===== config.mk =====
export PLATFORM = sky130hd
export DESIGN_NAME = instruction_fetch_flat
export DESIGN_NICKNAME = d
export VERILOG_FILES = /design/src/rtl/udlx_pkg.sv /design/src/rtl/instruction_fetch_if.sv /design/src/rtl/fetch_skid_buffer.sv /design/src/rtl/instruction_fetch.sv /design/src/flat_wrapper.sv
export SDC_FILE = /design/constraint.sdc
export NUM_CORES = 1
export LEC_CHECK = 0
export BUFFER_PORTS_ARGS = -buffer_cell sky130_fd_sc_hd__buf_2
export CORE_UTILIZATION = 30
export CTS_CLUSTER_SIZE = 24
export DETAILED_ROUTE_END_ITERATION = 16
export PLACE_DENSITY_LB_ADDON = 0.25
export SETUP_SLACK_MARGIN = 0.4
export SLEW_MARGIN = 20
export SYNTH_ARGS = -nofsm -noshare
export SYNTH_HDL_FRONTEND = slang
export SYNTH_SLANG_ARGS = --single-unit
export TNS_END_PERCENT = 1

===== constraint.sdc =====
create_clock -name clk -period 1.8 [get_ports clk]
set_input_delay 0.36 -clock clk [delete_from_list [all_inputs] [get_ports clk]]
set_output_delay 0.36 -clock clk [all_outputs]
set_load 0.01 [all_outputs]

===== src/rtl/udlx_pkg.sv =====
// Pipeline-wide constants and shared types for the udlx core.
// Fetch FSM encoding and the sequential PC step live here so later stages agree on them.
package udlx_pkg;

    localparam int PC_INCREMENT      = 4;
    localparam int INSTRUCTION_BYTES = 4;
    localparam int FETCH_STATE_BITS  = 2;

    typedef enum logic [FETCH_STATE_BITS-1:0] {
        S_REQ   = 2'd0,
        S_DROP  = 2'd1,
        S_STALL = 2'd2
    } fetch_state_t;

endpackage : udlx_pkg


===== src/rtl/instruction_fetch_if.sv =====
// Instruction-memory read port: request/address out, ack/data back.
// Latency: ack may be same cycle as req or later. Backpressure: req is held until ack.
interface instruction_fetch_if #(
    parameter int PC_WIDTH          = 32,
    parameter int INSTRUCTION_WIDTH = 32
);
    logic                         inst_mem_req_out;
    logic [PC_WIDTH-1:0]          inst_mem_addr_out;
    logic                         inst_mem_ack_in;
    logic [INSTRUCTION_WIDTH-1:0] inst_mem_data_in;

    modport master (
        output inst_mem_req_out,
        output inst_mem_addr_out,
        input  inst_mem_ack_in,
        input  inst_mem_data_in
    );

    modport slave (
        input  inst_mem_req_out,
        input  inst_mem_addr_out,
        output inst_mem_ack_in,
        output inst_mem_data_in
    );
endinterface : instruction_fetch_if


===== src/rtl/fetch_skid_buffer.sv =====
// One-entry hold buffer for a fetched word and its PC+4 while decode is stalled.
// Latency: 1 cycle load-to-visible. Backpressure: none; clear wins over load.
module fetch_skid_buffer #(
    parameter int PC_WIDTH          = 32,
    parameter int INSTRUCTION_WIDTH = 32
) (
    input  logic                         clk,
    input  logic                         rst_n,
    input  logic                         load,
    input  logic                         clear,
    input  logic [INSTRUCTION_WIDTH-1:0] load_data,
    input  logic [PC_WIDTH-1:0]          load_pc,
    output logic [INSTRUCTION_WIDTH-1:0] held_data,
    output logic [PC_WIDTH-1:0]          held_pc,
    output logic                         held_valid
);

    always_ff @(posedge clk) begin
        if (!rst_n) begin
            held_data  <= '0;
            held_pc    <= '0;
            held_valid <= 1'b0;
        end else if (clear) begin
            held_data  <= '0;
            held_pc    <= '0;
            held_valid <= 1'b0;
        end else if (load) begin
            held_data  <= load_data;
            held_pc    <= load_pc;
            held_valid <= 1'b1;
        end
    end

endmodule : fetch_skid_buffer


===== src/rtl/instruction_fetch.sv =====
// Fetch stage: PC register, memory request FSM and decode-facing output register.
// Latency: 1 cycle ack-to-output; zero-wait memory gives one instruction per cycle.
// Backpressure: en=0 parks one fetched word in the hold buffer and stops requesting.
module instruction_fetch
    import udlx_pkg::*;
#(
    parameter int                  PC_WIDTH          = 32,
    parameter int                  INSTRUCTION_WIDTH = 32,
    parameter logic [PC_WIDTH-1:0] PC_RESET          = '0
) (
    input  logic                         clk,
    input  logic                         rst_n,
    input  logic                         en,
    input  logic                         select_new_pc_in,
    input  logic [PC_WIDTH-1:0]          new_pc_in,
    instruction_fetch_if.master          mem,
    output logic [INSTRUCTION_WIDTH-1:0] instruction_out,
    output logic [PC_WIDTH-1:0]          new_pc_out,
    output logic                         inst_valid_out
);

    fetch_state_t                 state;
    fetch_state_t                 state_nxt;
    logic [PC_WIDTH-1:0]          pc;
    logic [PC_WIDTH-1:0]          pc_nxt;
    logic [PC_WIDTH-1:0]          pc_inc;
    logic [INSTRUCTION_WIDTH-1:0] instr_nxt;
    logic [PC_WIDTH-1:0]          npc_nxt;
    logic                         valid_nxt;
    logic                         req;

    logic                         buf_load;
    logic                         buf_clear;
    logic [INSTRUCTION_WIDTH-1:0] buf_data;
    logic [PC_WIDTH-1:0]          buf_pc;
    logic                         buf_valid;

    // Wraps naturally modulo 2^PC_WIDTH.
    assign pc_inc = pc + PC_WIDTH'(PC_INCREMENT);

    assign mem.inst_mem_req_out  = req;
    assign mem.inst_mem_addr_out = pc;

    fetch_skid_buffer #(
        .PC_WIDTH          (PC_WIDTH),
        .INSTRUCTION_WIDTH (INSTRUCTION_WIDTH)
    ) u_skid (
        .clk        (clk),
        .rst_n      (rst_n),
        .load       (buf_load),
        .clear      (buf_clear),
        .load_data  (mem.inst_mem_data_in),
        .load_pc    (pc_inc),
        .held_data  (buf_data),
        .held_pc    (buf_pc),
        .held_valid (buf_valid)
    );

    always_ff @(posedge clk) begin
        if (!rst_n) begin
            state <= S_REQ;
        end else begin
            state <= state_nxt;
        end
    end

    always_comb begin
        state_nxt = state;
        pc_nxt    = pc;
        instr_nxt = instruction_out;
        npc_nxt   = new_pc_out;
        valid_nxt = inst_valid_out;
        buf_load  = 1'b0;
        buf_clear = 1'b0;
        req       = 1'b0;

        unique case (state)
            S_REQ: begin
                req = 1'b1;
                if (select_new_pc_in) begin
                    pc_nxt    = new_pc_in;
                    valid_nxt = 1'b0;
                    buf_clear = 1'b1;
                    // An unanswered request must have its late response swallowed.
                    state_nxt = mem.inst_mem_ack_in ? S_REQ : S_DROP;
                end else if (mem.inst_mem_ack_in) begin
                    pc_nxt = pc_inc;
                    if (en) begin
                        instr_nxt = mem.inst_mem_data_in;
                        npc_nxt   = pc_inc;
                        valid_nxt = 1'b1;
                    end else begin
                        buf_load  = 1'b1;
                        state_nxt = S_STALL;
                    end
                end else if (en) begin
                    valid_nxt = 1'b0;
                end
            end

            S_STALL: begin
                if (select_new_pc_in) begin
                    pc_nxt    = new_pc_in;
                    valid_nxt = 1'b0;
                    buf_clear = 1'b1;
                    state_nxt = S_REQ;
                end else if (en) begin
                    instr_nxt = buf_data;
                    npc_nxt   = buf_pc;
                    valid_nxt = buf_valid;
                    buf_clear = 1'b1;
                    state_nxt = S_REQ;
                end
            end

            S_DROP: begin
                if (select_new_pc_in) begin
                    pc_nxt = new_pc_in;
                end
                if (mem.inst_mem_ack_in) begin
                    state_nxt = S_REQ;
                end
            end

            default: begin
                state_nxt = S_REQ;
            end
        endcase
    end

    always_ff @(posedge clk) begin
        if (!rst_n) begin
            pc              <= PC_RESET;
            instruction_out <= '0;
            new_pc_out      <= '0;
            inst_valid_out  <= 1'b0;
        end else begin
            pc              <= pc_nxt;
            instruction_out <= instr_nxt;
            new_pc_out      <= npc_nxt;
            inst_valid_out  <= valid_nxt;
        end
    end

endmodule : instruction_fetch


===== src/flat_wrapper.sv =====
// flat-port wrapper written by rule: the top's interface ports become plain ports
module instruction_fetch_flat import udlx_pkg::*;
#(
    parameter int                  PC_WIDTH          = 32,
    parameter int                  INSTRUCTION_WIDTH = 32,
    parameter logic [PC_WIDTH-1:0] PC_RESET          = '0
)
  (clk, rst_n, en, select_new_pc_in, new_pc_in, instruction_out, new_pc_out, inst_valid_out, mem_inst_mem_req_out, mem_inst_mem_addr_out, mem_inst_mem_ack_in, mem_inst_mem_data_in);
  instruction_fetch_if #(.PC_WIDTH(PC_WIDTH), .INSTRUCTION_WIDTH(INSTRUCTION_WIDTH)) mem_i ();
  input  logic clk;
  input  logic rst_n;
  input  logic en;
  input  logic select_new_pc_in;
  input  logic [PC_WIDTH-1:0] new_pc_in;
  output logic [INSTRUCTION_WIDTH-1:0] instruction_out;
  output logic [PC_WIDTH-1:0] new_pc_out;
  output logic inst_valid_out;
  output wire logic [$bits(mem_i.inst_mem_req_out)-1:0] mem_inst_mem_req_out;
  output wire logic [$bits(mem_i.inst_mem_addr_out)-1:0] mem_inst_mem_addr_out;
  input wire logic [$bits(mem_i.inst_mem_ack_in)-1:0] mem_inst_mem_ack_in;
  input wire logic [$bits(mem_i.inst_mem_data_in)-1:0] mem_inst_mem_data_in;
  assign mem_inst_mem_req_out = mem_i.inst_mem_req_out;
  assign mem_inst_mem_addr_out = mem_i.inst_mem_addr_out;
  assign mem_i.inst_mem_ack_in = mem_inst_mem_ack_in;
  assign mem_i.inst_mem_data_in = mem_inst_mem_data_in;
  instruction_fetch #(.PC_WIDTH(PC_WIDTH), .INSTRUCTION_WIDTH(INSTRUCTION_WIDTH), .PC_RESET(PC_RESET)) u_core (.clk(clk), .rst_n(rst_n), .en(en), .select_new_pc_in(select_new_pc_in), .new_pc_in(new_pc_in), .mem(mem_i), .instruction_out(instruction_out), .new_pc_out(new_pc_out), .inst_valid_out(inst_valid_out));
endmodule

# Yosys cells after proc, flatten, opt, wreduce, memory -nomap -nowiden
# Index checks and enable logic that the tools add are counted.
# Widths: inputs -> output; s select.
# totals
regBits	164
in_bits	69
out_inout_bits	98
word_cells	72
# classes
n_addsub	1
n_eq_ne	13
mux	40
bitwise	1
n_reduce_logical	9
# op_table
op	count
$mux 32	13
$pmux 32 s2	3
$add 32x3->32 const B	1
$mux 1	15
$mux 2	6
$ne 2x2->1 const B	6
$ne 3x3->1 const B	4
$pmux 2 s3	1
$reduce_and 3->1	2
$reduce_and 6->1	1
$pmux 1 s2	2
$reduce_and 4->1	1
$reduce_bool 2->1	2
$reduce_or 2->1	2
$eq 2x1->1 const B	1
$eq 2x2->1 const B	1
$logic_not 2->1	1
$ne 2x1->1 const B	1
$not 1->1	1

# Logic depth before layout (Yosys ltp)
# Gate-level depths: netlist of run 1.
# logic_depth
word_depth	5
mapped_depth	9
ltp_nobuf	7

# Cells and area by module
# Synthesis of run 1 repeated with hierarchy kept, for this count alone.
# unflattened
cells_unflattened	876
area_unflattened_um2	7756.2
# by_module_without_submodules
module	n_inst	cells_per_inst	area_each_um2	seq_area_each_um2
instruction_fetch	1	666	5431.5	1981.9
fetch_skid_buffer	1	210	2324.7	1301.2

# Worst setup path after synthesis of run 1
# Ideal clock, no wire load.
# synth_path
path_type	reg-to-reg
from	register u_core.state[0]
to	register u_core.instruction_out[0]
setup_time_ns	0.138
arrival_time_ns	1.854
required_ns	1.662
setup_slack_ns	-0.191
path_stages_with_launch	9
n_path_buf	3
period_less_slack_ns	1.991
cell_sequence	dfxtp_1 inv_1 ha_1 clkbuf_1 nand2b_1 a21oi_1 buf_2 buf_1 a211oi_1
# synth_between
elab_chain_len	3
elab_cells_between_ends	10
cone_classes	6 x eq/ne; 1 x mux; 3 x reduce/logical
# synth_rtl
element	line_no	text
from (decl)	instruction_fetch.sv:22	fetch_state_t state;
from (signal assigned)	instruction_fetch.sv:63	state <= state_nxt;
$eq 2x2->1 / $logic_not 2->1 (equally long branches)	instruction_fetch.sv:77	unique case (state)
$ne 2x2->1 (no line) / $reduce_bool 2->1 (equally long branches)	n/a	
$reduce_and 6->1 (no line)	n/a	
to (signal assigned)	instruction_fetch.sv:139	instruction_out <= instr_nxt;
to (decl)	instruction_fetch.sv:17	output logic [INSTRUCTION_WIDTH-1:0] instruction_out,
# Several ways; a longest one is shown, not always the timed one.
# A chain may end at the register's enable or synchronous reset.

# Final worst setup path of run 1
# layout_path
from	register u_core.state[0]
to	register u_core.pc[21] (netlist: u_core.mem.inst_mem_addr_out[21])
# layout_between
elab_chain_len	4
elab_cells_between_ends	9
cone_classes	4 x eq/ne; 1 x mux; 4 x reduce/logical
# layout_rtl
element	line_no	text
$eq 2x2->1 / $eq 2x1->1 (equally long branches)	instruction_fetch.sv:77	
$reduce_or 2->1 (no line)	n/a	
$ne 2x1->1 (no line) / $reduce_bool 2->1 (equally long branches)	n/a	
$reduce_and 3->1 (no line)	n/a	
to (signal assigned)	instruction_fetch.sv:138	pc <= pc_nxt;
to (decl)	instruction_fetch.sv:24	logic [PC_WIDTH-1:0] pc;
# Several ways; a longest one is shown, not always the timed one.

==> impl_metrics.ini, run 1 <==
[logic_synthesis]
synthFlopType = sky130_fd_sc_hd__dfxtp_1
synth.yosys.seq_area_share_pct = 42.8
ys_async_sr_fraction_pct = 0
warning_count_from_the_yosys_run = 0
synth_area_mm2 = 0.00767
number_of_enable_flip_flop_cells_after_synthesis = 0
postSynthRegisterBits = 164
post_synth_num_cell_types = 59
mean_instance_size_in_the_synthesized_netlist_um2 = 8.01
synth_fp_nets = 1031
synthCells = 958

[power_and_ir_drop]
power_per_cell_area_mw_per_mm2 = 804
fin_total_pwr_uw = 9570
max-vdd-ir-drop_mv = 0.519
cellLeakagePower_uw = 0.00473

[cts]
max-clock-path-buffers = 2
clock_latency_ps = 440
clock_tree_from_tritoncts = done
cts-htree-levels = 4
clock_sink_count = 164
postCtsHoldBufs = 0
worst_setup_hold_path_clk_slew_ps = 80
numCtsBuffers = 17
root_buffer_cell = sky130_fd_sc_hd__clkbuf_16

[timing]
fmax_mhz = 567
final_hold_viol_count = 0
max-slew-margin-rel_pct = 63.2
number_of_max_slew_violations_in_the_final_report = 0
worst_clock_skew_ps = 12.6
worst_margin_slew_ps = 546
period_share_pct = 98.0
final_period_minus_worst_setup_slack_ps = 1760
setup_violations = 0
grt_setup_unrepaired = yes

[setup_path]
reg2reg_depth = 6
timing.critical_path.to_type = register
worst_path_arrival_time_ps = 2120
path_cells = inv_4 > ha_4 > or2_4 > buf_4 > o41a_1 > o22ai_1
required_time_worst_endpoint_ps = 2160
cp.buffers_inverters = 2
critical_path_class = register to register
slowest_delay_ps = 390
critical_path.top_delay_family = compound AO/OA/AOI/OAI gates
timing.critical_path.from_type = register
critical_path_peak_fanout = 7
cp_slowest_cell = sky130_fd_sc_hd__o41a_1
worstSetupPathDepth = 6

[drt]
avgRoutedWirePerCell_um = 17.1
postRouteAntennaNets = 0
via_per_inst = 5.17
route.detailed.drc = 0
drtIter0Drc = 487
route.vias.total = 8037
firstDrtPassIters = 5
finalWirelength_um = 26500

[finish]
diodes = 0
postLayoutCellArea_mm2 = 0.0119
layout.filler_cells = 2465
numnets_final = 1285
area.growth.synth_to_final_pct = 55.1
drive_above_1_share_pct = 43.8
utilization_pct = 47.4
post_layout_nonfiller_instances = 1555

[die]
rows = 58
die_y_um = 162
die_width_um = 162
initial_core_util_pct = 30.6
floorplan.core_area_mm2 = 0.0251
top_level_ports = 167
die-area_mm2 = 0.0262

[worst_hold_path]
hold_path_class = input port to register
min_delay_path_depth = 3

[grt]
grt_antenna_before_repair = 0
grt_start_max_net_pins = 87
grt_first_pass_wirelength_um = 39500
grt-ovfl-total = 0
grt_pass1_vias = 7187
track_usage_pct = 19.3

[place]
place_inst = 1499
place.gp.congestion = 0.829
dp_hpwl_um = 17500
buffer_ports.inserted = 166
place_area_mm2 = 0.00980

[status]
status = completed

[job]
timing.max_cap.violations = 0
[kinds of logic (layout without fill, tap and decap cells)]
| kind of cell | Yosys count | in the layout | synth area share [%] |
|---|---|---|---|
| XOR/XNOR | 22 | 22 | 2.51 |
| flip-flops | 164 | 164 | 42.8 |
| multiplexers | 44 | 44 | 5.74 |
| adder cells (fa/ha/maj) | 4 | 4 | 0.652 |
| buffers and inverters | 96 | 363 | 5.30 |
| AND/OR/NAND/NOR | 381 | 381 | 22.8 |
| AO/OA/AOI/OAI | 247 | 247 | 20.2 |
[Yosys cell counts (5+ instances only)]
library cell | instances | share of area, %
sky130_fd_sc_hd__dfxtp_1 | 164 | 43
sky130_fd_sc_hd__nand2_1 | 148 | 7.2
sky130_fd_sc_hd__nor2_1 | 105 | 5.1
sky130_fd_sc_hd__a21oi_1 | 89 | 5.8
sky130_fd_sc_hd__a211oi_1 | 50 | 4.9
sky130_fd_sc_hd__clkbuf_1 | 45 | 2.2
sky130_fd_sc_hd__mux2i_1 | 44 | 5.7
sky130_fd_sc_hd__o21ai_0 | 35 | 2.3
sky130_fd_sc_hd__nand3_1 | 30 | 2.0
sky130_fd_sc_hd__nor3_1 | 30 | 2.0
sky130_fd_sc_hd__buf_2 | 21 | 1.4
sky130_fd_sc_hd__buf_1 | 16 | 0.78
sky130_fd_sc_hd__nand4_1 | 16 | 1.3
sky130_fd_sc_hd__and3_1 | 15 | 1.2
sky130_fd_sc_hd__xor2_1 | 13 | 1.5
sky130_fd_sc_hd__o22ai_1 | 12 | 0.98
sky130_fd_sc_hd__a31oi_1 | 10 | 0.82
sky130_fd_sc_hd__o211ai_1 | 10 | 0.98
sky130_fd_sc_hd__xnor2_1 | 9 | 1.0
sky130_fd_sc_hd__inv_1 | 7 | 0.34
sky130_fd_sc_hd__and4_1 | 6 | 0.68
sky130_fd_sc_hd__nand2b_1 | 6 | 0.49
sky130_fd_sc_hd__a21o_1 | 5 | 0.49
sky130_fd_sc_hd__buf_4 | 5 | 0.49
[final cells by class]
| type | count | area [um2] | area share (%) |
|---|---|---|---|
| multi-input combinational | 698 | 4840 | 40.7 |
| sequential | 164 | 3340 | 28.1 |
| timing repair buffer | 323 | 2690 | 22.6 |
| clock buffer | 17 | 425 | 3.57 |
| tap | 330 | 413 | 3.47 |
| clock inverter | 15 | 154 | 1.29 |
| inverter | 8 | 32.5 | 0.273 |
[worst register-to-register path, delay by kind of cell, from the launching register on]
family	cells	cell delay [ps]
AO/OA/AOI/OAI	2	540
adder cells (fa/ha/maj)	1	260
buffers and inverters	2	220
flip-flops	1	370
AND/OR/NAND/NOR	1	300
[metrics by stage]
step	worst slack (ps)	TNS [ps]	hold WS (ps)
after floorplan	86.3	0	431
after global routing	-32.0	-93.9	156
after global placement	-31.0	-58.1	437
after CTS	63.1	0	142
after detailed placement	-35.2	-133	443
final	35.9	0	159
[layout by cell type, fill, tap and decap left out, types with 6 or more instances in the layout]
master / n
sky130_fd_sc_hd__buf_2: 138
sky130_fd_sc_hd__dfxtp_1: 135
sky130_fd_sc_hd__nand2_1: 126
sky130_fd_sc_hd__buf_4: 82
sky130_fd_sc_hd__nor2_1: 81
sky130_fd_sc_hd__buf_6: 77
sky130_fd_sc_hd__a21oi_1: 66
sky130_fd_sc_hd__mux2i_1: 43
sky130_fd_sc_hd__a211oi_1: 40
sky130_fd_sc_hd__nand3_1: 25
sky130_fd_sc_hd__a21oi_2: 22
sky130_fd_sc_hd__dfxtp_2: 20
sky130_fd_sc_hd__o21ai_0: 19
sky130_fd_sc_hd__clkbuf_16: 18
sky130_fd_sc_hd__nand4_1: 16
sky130_fd_sc_hd__nor3_1: 16
sky130_fd_sc_hd__buf_12: 14
sky130_fd_sc_hd__nand2_4: 13
sky130_fd_sc_hd__nor2_2: 13
sky130_fd_sc_hd__nor3_2: 13
sky130_fd_sc_hd__and3_1: 12
sky130_fd_sc_hd__o21ai_1: 12
sky130_fd_sc_hd__a211oi_2: 11
sky130_fd_sc_hd__o22ai_1: 11
sky130_fd_sc_hd__nor2_4: 11
sky130_fd_sc_hd__o211ai_1: 10
sky130_fd_sc_hd__xor2_1: 9
sky130_fd_sc_hd__a31oi_1: 9
sky130_fd_sc_hd__dfxtp_4: 9
sky130_fd_sc_hd__nand2_2: 8
sky130_fd_sc_hd__buf_8: 7
sky130_fd_sc_hd__inv_8: 6
[worst paths after layout]
| kind | slack (ps) | start | endpoint |
|---|---|---|---|
| worst max-delay path | 40 | u_core.state[0]$_SDFFE_PN0P_ | u_core.mem.inst_mem_addr_out[21]$_SDFFE_PN0P_ |
| worst min-delay path | 160 | new_pc_in[1] | u_core.mem.inst_mem_addr_out[1]$_SDFFE_PN0P_ |
| worst max register to register | 40 | u_core.state[0]$_SDFFE_PN0P_ | u_core.mem.inst_mem_addr_out[21]$_SDFFE_PN0P_ |
| worst min register to register | 450 | u_core.u_skid.held_pc[10]$_SDFFE_PP0P_ | u_core.u_skid.held_pc[10]$_SDFFE_PP0P_ |
[state kept, by name, indices dropped and copies added (netlist names)]
register and count:
u_core.inst_valid_out 1, u_core.instruction_out 32, u_core.mem.inst_mem_addr_out 32, u_core.new_pc_out 32, u_core.state 2, u_core.u_skid.held_data 32
u_core.u_skid.held_pc 32, u_core.u_skid.held_valid 1
[report_power, final]
part	internal (uW)	switching, uW	total [uW]
Clock	1860	1790	3650
Sequential	3800	127	3920
Combinational	939	1060	2000
Total	6600	2980	9570
[per-layer routing]
metal / track usage, % / routed length (um) / vias to the layer above
met5: 0 / 0 / -
met1: 26.9 / 12600 / 3852
met4: 5.32 / 374 / 0
met3: 3.93 / 1400 / 27
met2: 30.1 / 12200 / 234
li1: - / - / 3924
[what timing repair did]
action                                  CTS  global route
resized for setup                        30           289
pin swaps                                17           127
endpoints found under the setup margin  192           195
setup buffers                            17             4
cloned                                    2             1
(Power assumes the default switching activity.)
==> run 2, diff against run 1 <==
--- a/config.mk
+++ b/config.mk
@@ -14,5 +14,6 @@
 export SLEW_MARGIN = 20
 export SYNTH_ARGS = -nofsm -noshare
 export SYNTH_HDL_FRONTEND = slang
+export SYNTH_HIERARCHICAL = 1
 export SYNTH_SLANG_ARGS = --single-unit
 export TNS_END_PERCENT = 1
==> run 2 against run 1 <==
The run now ends with negative setup slack left. First-iteration DRC count down 8.4%. Worst hold slack better by 4.6 ps. Clock skew down 0.65 ps. Critical path depth unchanged. Setup slack worse by 150 ps. Via count down 8.0%. Non-clock buffer count down 31. Combinational power up 12%. Synthesized cell count down 8.6%. Sequential share of layout area up 0.76 points. Area after synthesis up 1.1%. Routed wire length down 5.1%.
==> impl_metrics.ini, run 2 <==
[setup_path]
timing.critical_path.to_type = register
path_cells = ha_4 > and3_4 > nand4_4 > or4_4 > or4_1 > a31oi_1
critical_path_peak_fanout = 3
cp.buffers_inverters = 0
slowest_delay_ps = 460
worst-r2r-setup-slack_ps = -110
timing.critical_path.from_type = register
cp_slowest_cell = sky130_fd_sc_hd__or4_4
critical_path_class = register to register
critical_path.top_delay_family = simple AND/OR/NAND/NOR gates
worst_path_arrival_time_ps = 2260
required_time_worst_endpoint_ps = 2150

[grt]
use_met1_pct = 24.5
track_usage_pct = 19.3
grt_busiest_layer = met2
grt-ovfl-total = 0
use_met2_pct = 31.5
globalRouteMet3Util_pct = 4.84
grt_start_max_net_pins = 61
grt_pass1_vias = 7210
grt_antenna_before_repair = 0
grt_first_pass_wirelength_um = 39700

[logic_synthesis]
postSynthRegisterBits = 164
mean_instance_size_in_the_synthesized_netlist_um2 = 8.85
synth.yosys.seq_area_share_pct = 42.3
number_of_enable_flip_flop_cells_after_synthesis = 0
post-synth-top-area-cell = sky130_fd_sc_hd__dfxtp_1
dominant_cells_by_area_after_synthesis = sky130_fd_sc_hd__dfxtp_1, sky130_fd_sc_hd__mux2i_1, sky130_fd_sc_hd__nor2_1, sky130_fd_sc_hd__nand3_1, sky130_fd_sc_hd__a211oi_1
synth_top_cell_area_share_pct = 42.3
synthCells = 876
synth_area_mm2 = 0.00776
warning_count_from_the_yosys_run = 6
synth_top_cells_by_count = sky130_fd_sc_hd__dfxtp_1, sky130_fd_sc_hd__nor2_1, sky130_fd_sc_hd__mux2i_1
synthFlopType = sky130_fd_sc_hd__dfxtp_1
ys_async_sr_fraction_pct = 0
synth_fp_nets = 949
yosysMostFrequentCell = sky130_fd_sc_hd__dfxtp_1
post_synth_num_cell_types = 59

[timing]
setup_violations = 20
period_share_pct = 106
number_of_max_slew_violations_in_the_final_report = 0
final_hold_viol_count = 0
worst_margin_slew_ps = 369
max-slew-margin-rel_pct = 74.8
finalSetupTns_ps = -1070
worst_clock_skew_ps = 12.0
grt_setup_unrepaired = yes
fmax_mhz = 524
final_period_minus_worst_setup_slack_ps = 1910
crit_path_setup_slack_layout_ps = -109

[power_and_ir_drop]
power_per_cell_area_mw_per_mm2 = 861
cellLeakagePower_uw = 0.00469
max-vdd-ir-drop_mv = 0.486

[place]
place_inst = 1412
buffer_ports.inserted = 166
preCtsSetupSlack_ps = -239
place_area_mm2 = 0.00978
dp_hpwl_um = 17500
place.gp.congestion = 0.830

[cts]
worst_setup_hold_path_clk_slew_ps = 70
max-clock-path-buffers = 2
clock_tree_from_tritoncts = done
clock_sink_count = 164
cts-htree-levels = 4
root_buffer_cell = sky130_fd_sc_hd__clkbuf_16
postCtsHoldBufs = 0
clock_latency_ps = 430
numCtsBuffers = 17

[drt]
postRouteAntennaNets = 0
route.vias.total = 7392
firstDrtPassIters = 6
avgRoutedWirePerCell_um = 17.4
drtIter0Drc = 446
finalWirelength_um = 25200
via_per_inst = 5.10
route.detailed.drc = 0

[die]
die_width_um = 163
initial_core_util_pct = 30.7
rows = 58
die-area_mm2 = 0.0265
die_y_um = 163
top_level_ports = 167
floorplan.core_area_mm2 = 0.0253

[finish]
commonest_cells_after_routing_fill_and_taps_aside = sky130_fd_sc_hd__buf_2, sky130_fd_sc_hd__dfxtp_1, sky130_fd_sc_hd__mux2i_1
drive_above_1_share_pct = 44.2
numnets_final = 1180
utilization_pct = 45.8
post_layout_nonfiller_instances = 1450
postLayoutCellArea_mm2 = 0.0116
area.growth.synth_to_final_pct = 49.2
diodes = 0
layout_commonest_cell = sky130_fd_sc_hd__buf_2

[worst_hold_path]
hold_path_class = input port to register

[status]
violations = negative setup slack
status = complete, but fails checks

[job]
timing.max_cap.violations = 0
==> run 2: cell count changes after synthesis, sizes merged, moves of 7 or more <==
| cell | delta |
|---|---|
| nand2 | -102 |
| a21oi | -72 |
| mux2i | +62 |
| nand3 | +43 |
| nor2 | +29 |
| nor3 | -27 |
| a211oi | -15 |
| buf | -15 |
| xnor2 | +12 |
| o21ai | -9 |
| a22oi | +8 |
| a41o | +8 |
| clkbuf | +7 |
==> run 2: what timing repair did <==
action / in CTS / in global routing
gates resized for setup: 228 / 53
endpoints found under the setup margin: 195 / 193
pin swaps: 134 / 64
setup buffers: 5 / 1
==> run 2: path summary, 6_finish.rpt <==
path	from	endpoint	cells after the start
setup reg to reg	u_core/mem.inst_mem_addr_out[2]$_SDFFE_PN0P_	u_core/mem.inst_mem_addr_out[28]$_SDFFE_PN0P_	6
hold reg to reg	u_core/new_pc_out[5]$_SDFFE_PN0P_	u_core/new_pc_out[5]$_SDFFE_PN0P_	2
hold / removal	new_pc_in[0]	u_core/mem.inst_mem_addr_out[0]$_SDFFE_PN0P_	3
setup / recovery	u_core/mem.inst_mem_addr_out[2]$_SDFFE_PN0P_	u_core/mem.inst_mem_addr_out[28]$_SDFFE_PN0P_	6
==> run 2: kinds of logic (layout without fill, tap and decap cells) <==
family	Yosys count	count (layout)	share of synthesized area (%)
muxes	109	109	14.1
buffers and inverters	94	338	5.92
AOI/OAI and AO/OA	158	158	14.3
adders and majority gates	4	4	0.645
xor gates and xnor gates	28	28	3.16
and+or+nand+nor	319	319	19.6
DFF	164	164	42.3
==> run 2: metal layers <==
layer	vias to the layer above	routed length, um
li1	3613	-
met1	3527	11200
met2	224	12100
met3	28	1440
met4	0	437
met5	-	0
==> run 2: worst register-to-register path: cells and delay by family, from the launching register on <==
kind                       cells  cell delay (ps)
AOI/OAI and AO/OA              1              170
and+or+nand+nor                4             1150
adders and majority gates      1              150
DFF                            1              370
==> run 2: metrics by stage <==
| stage | total power (uW) | hold slack [ps] |
|---|---|---|
| after global routing | 10400 | 152 |
| after detailed placement | 5860 | 445 |
| after global placement | 5850 | 443 |
| after CTS | 9990 | 147 |
| final | 9960 | 164 |
| after floorplan | 5000 | 435 |
==> run 2: final cells by class <==
type,count,area [um2]
fillers,2450,13700
multi-input cells,618,4860
flip-flops and latches,164,3340
repair buffers,292,2300
clock buffers,18,439
well taps,330,413
clock inverters,14,160
inverters,14,55.1
==> run 2: power breakdown <==
group | internal [uW] | switching, uW | total, uW
Sequential | 3810 | 163 | 3970
Clock | 2010 | 1730 | 3740
Combinational | 1060 | 1180 | 2240
Total | 6880 | 3080 | 9960
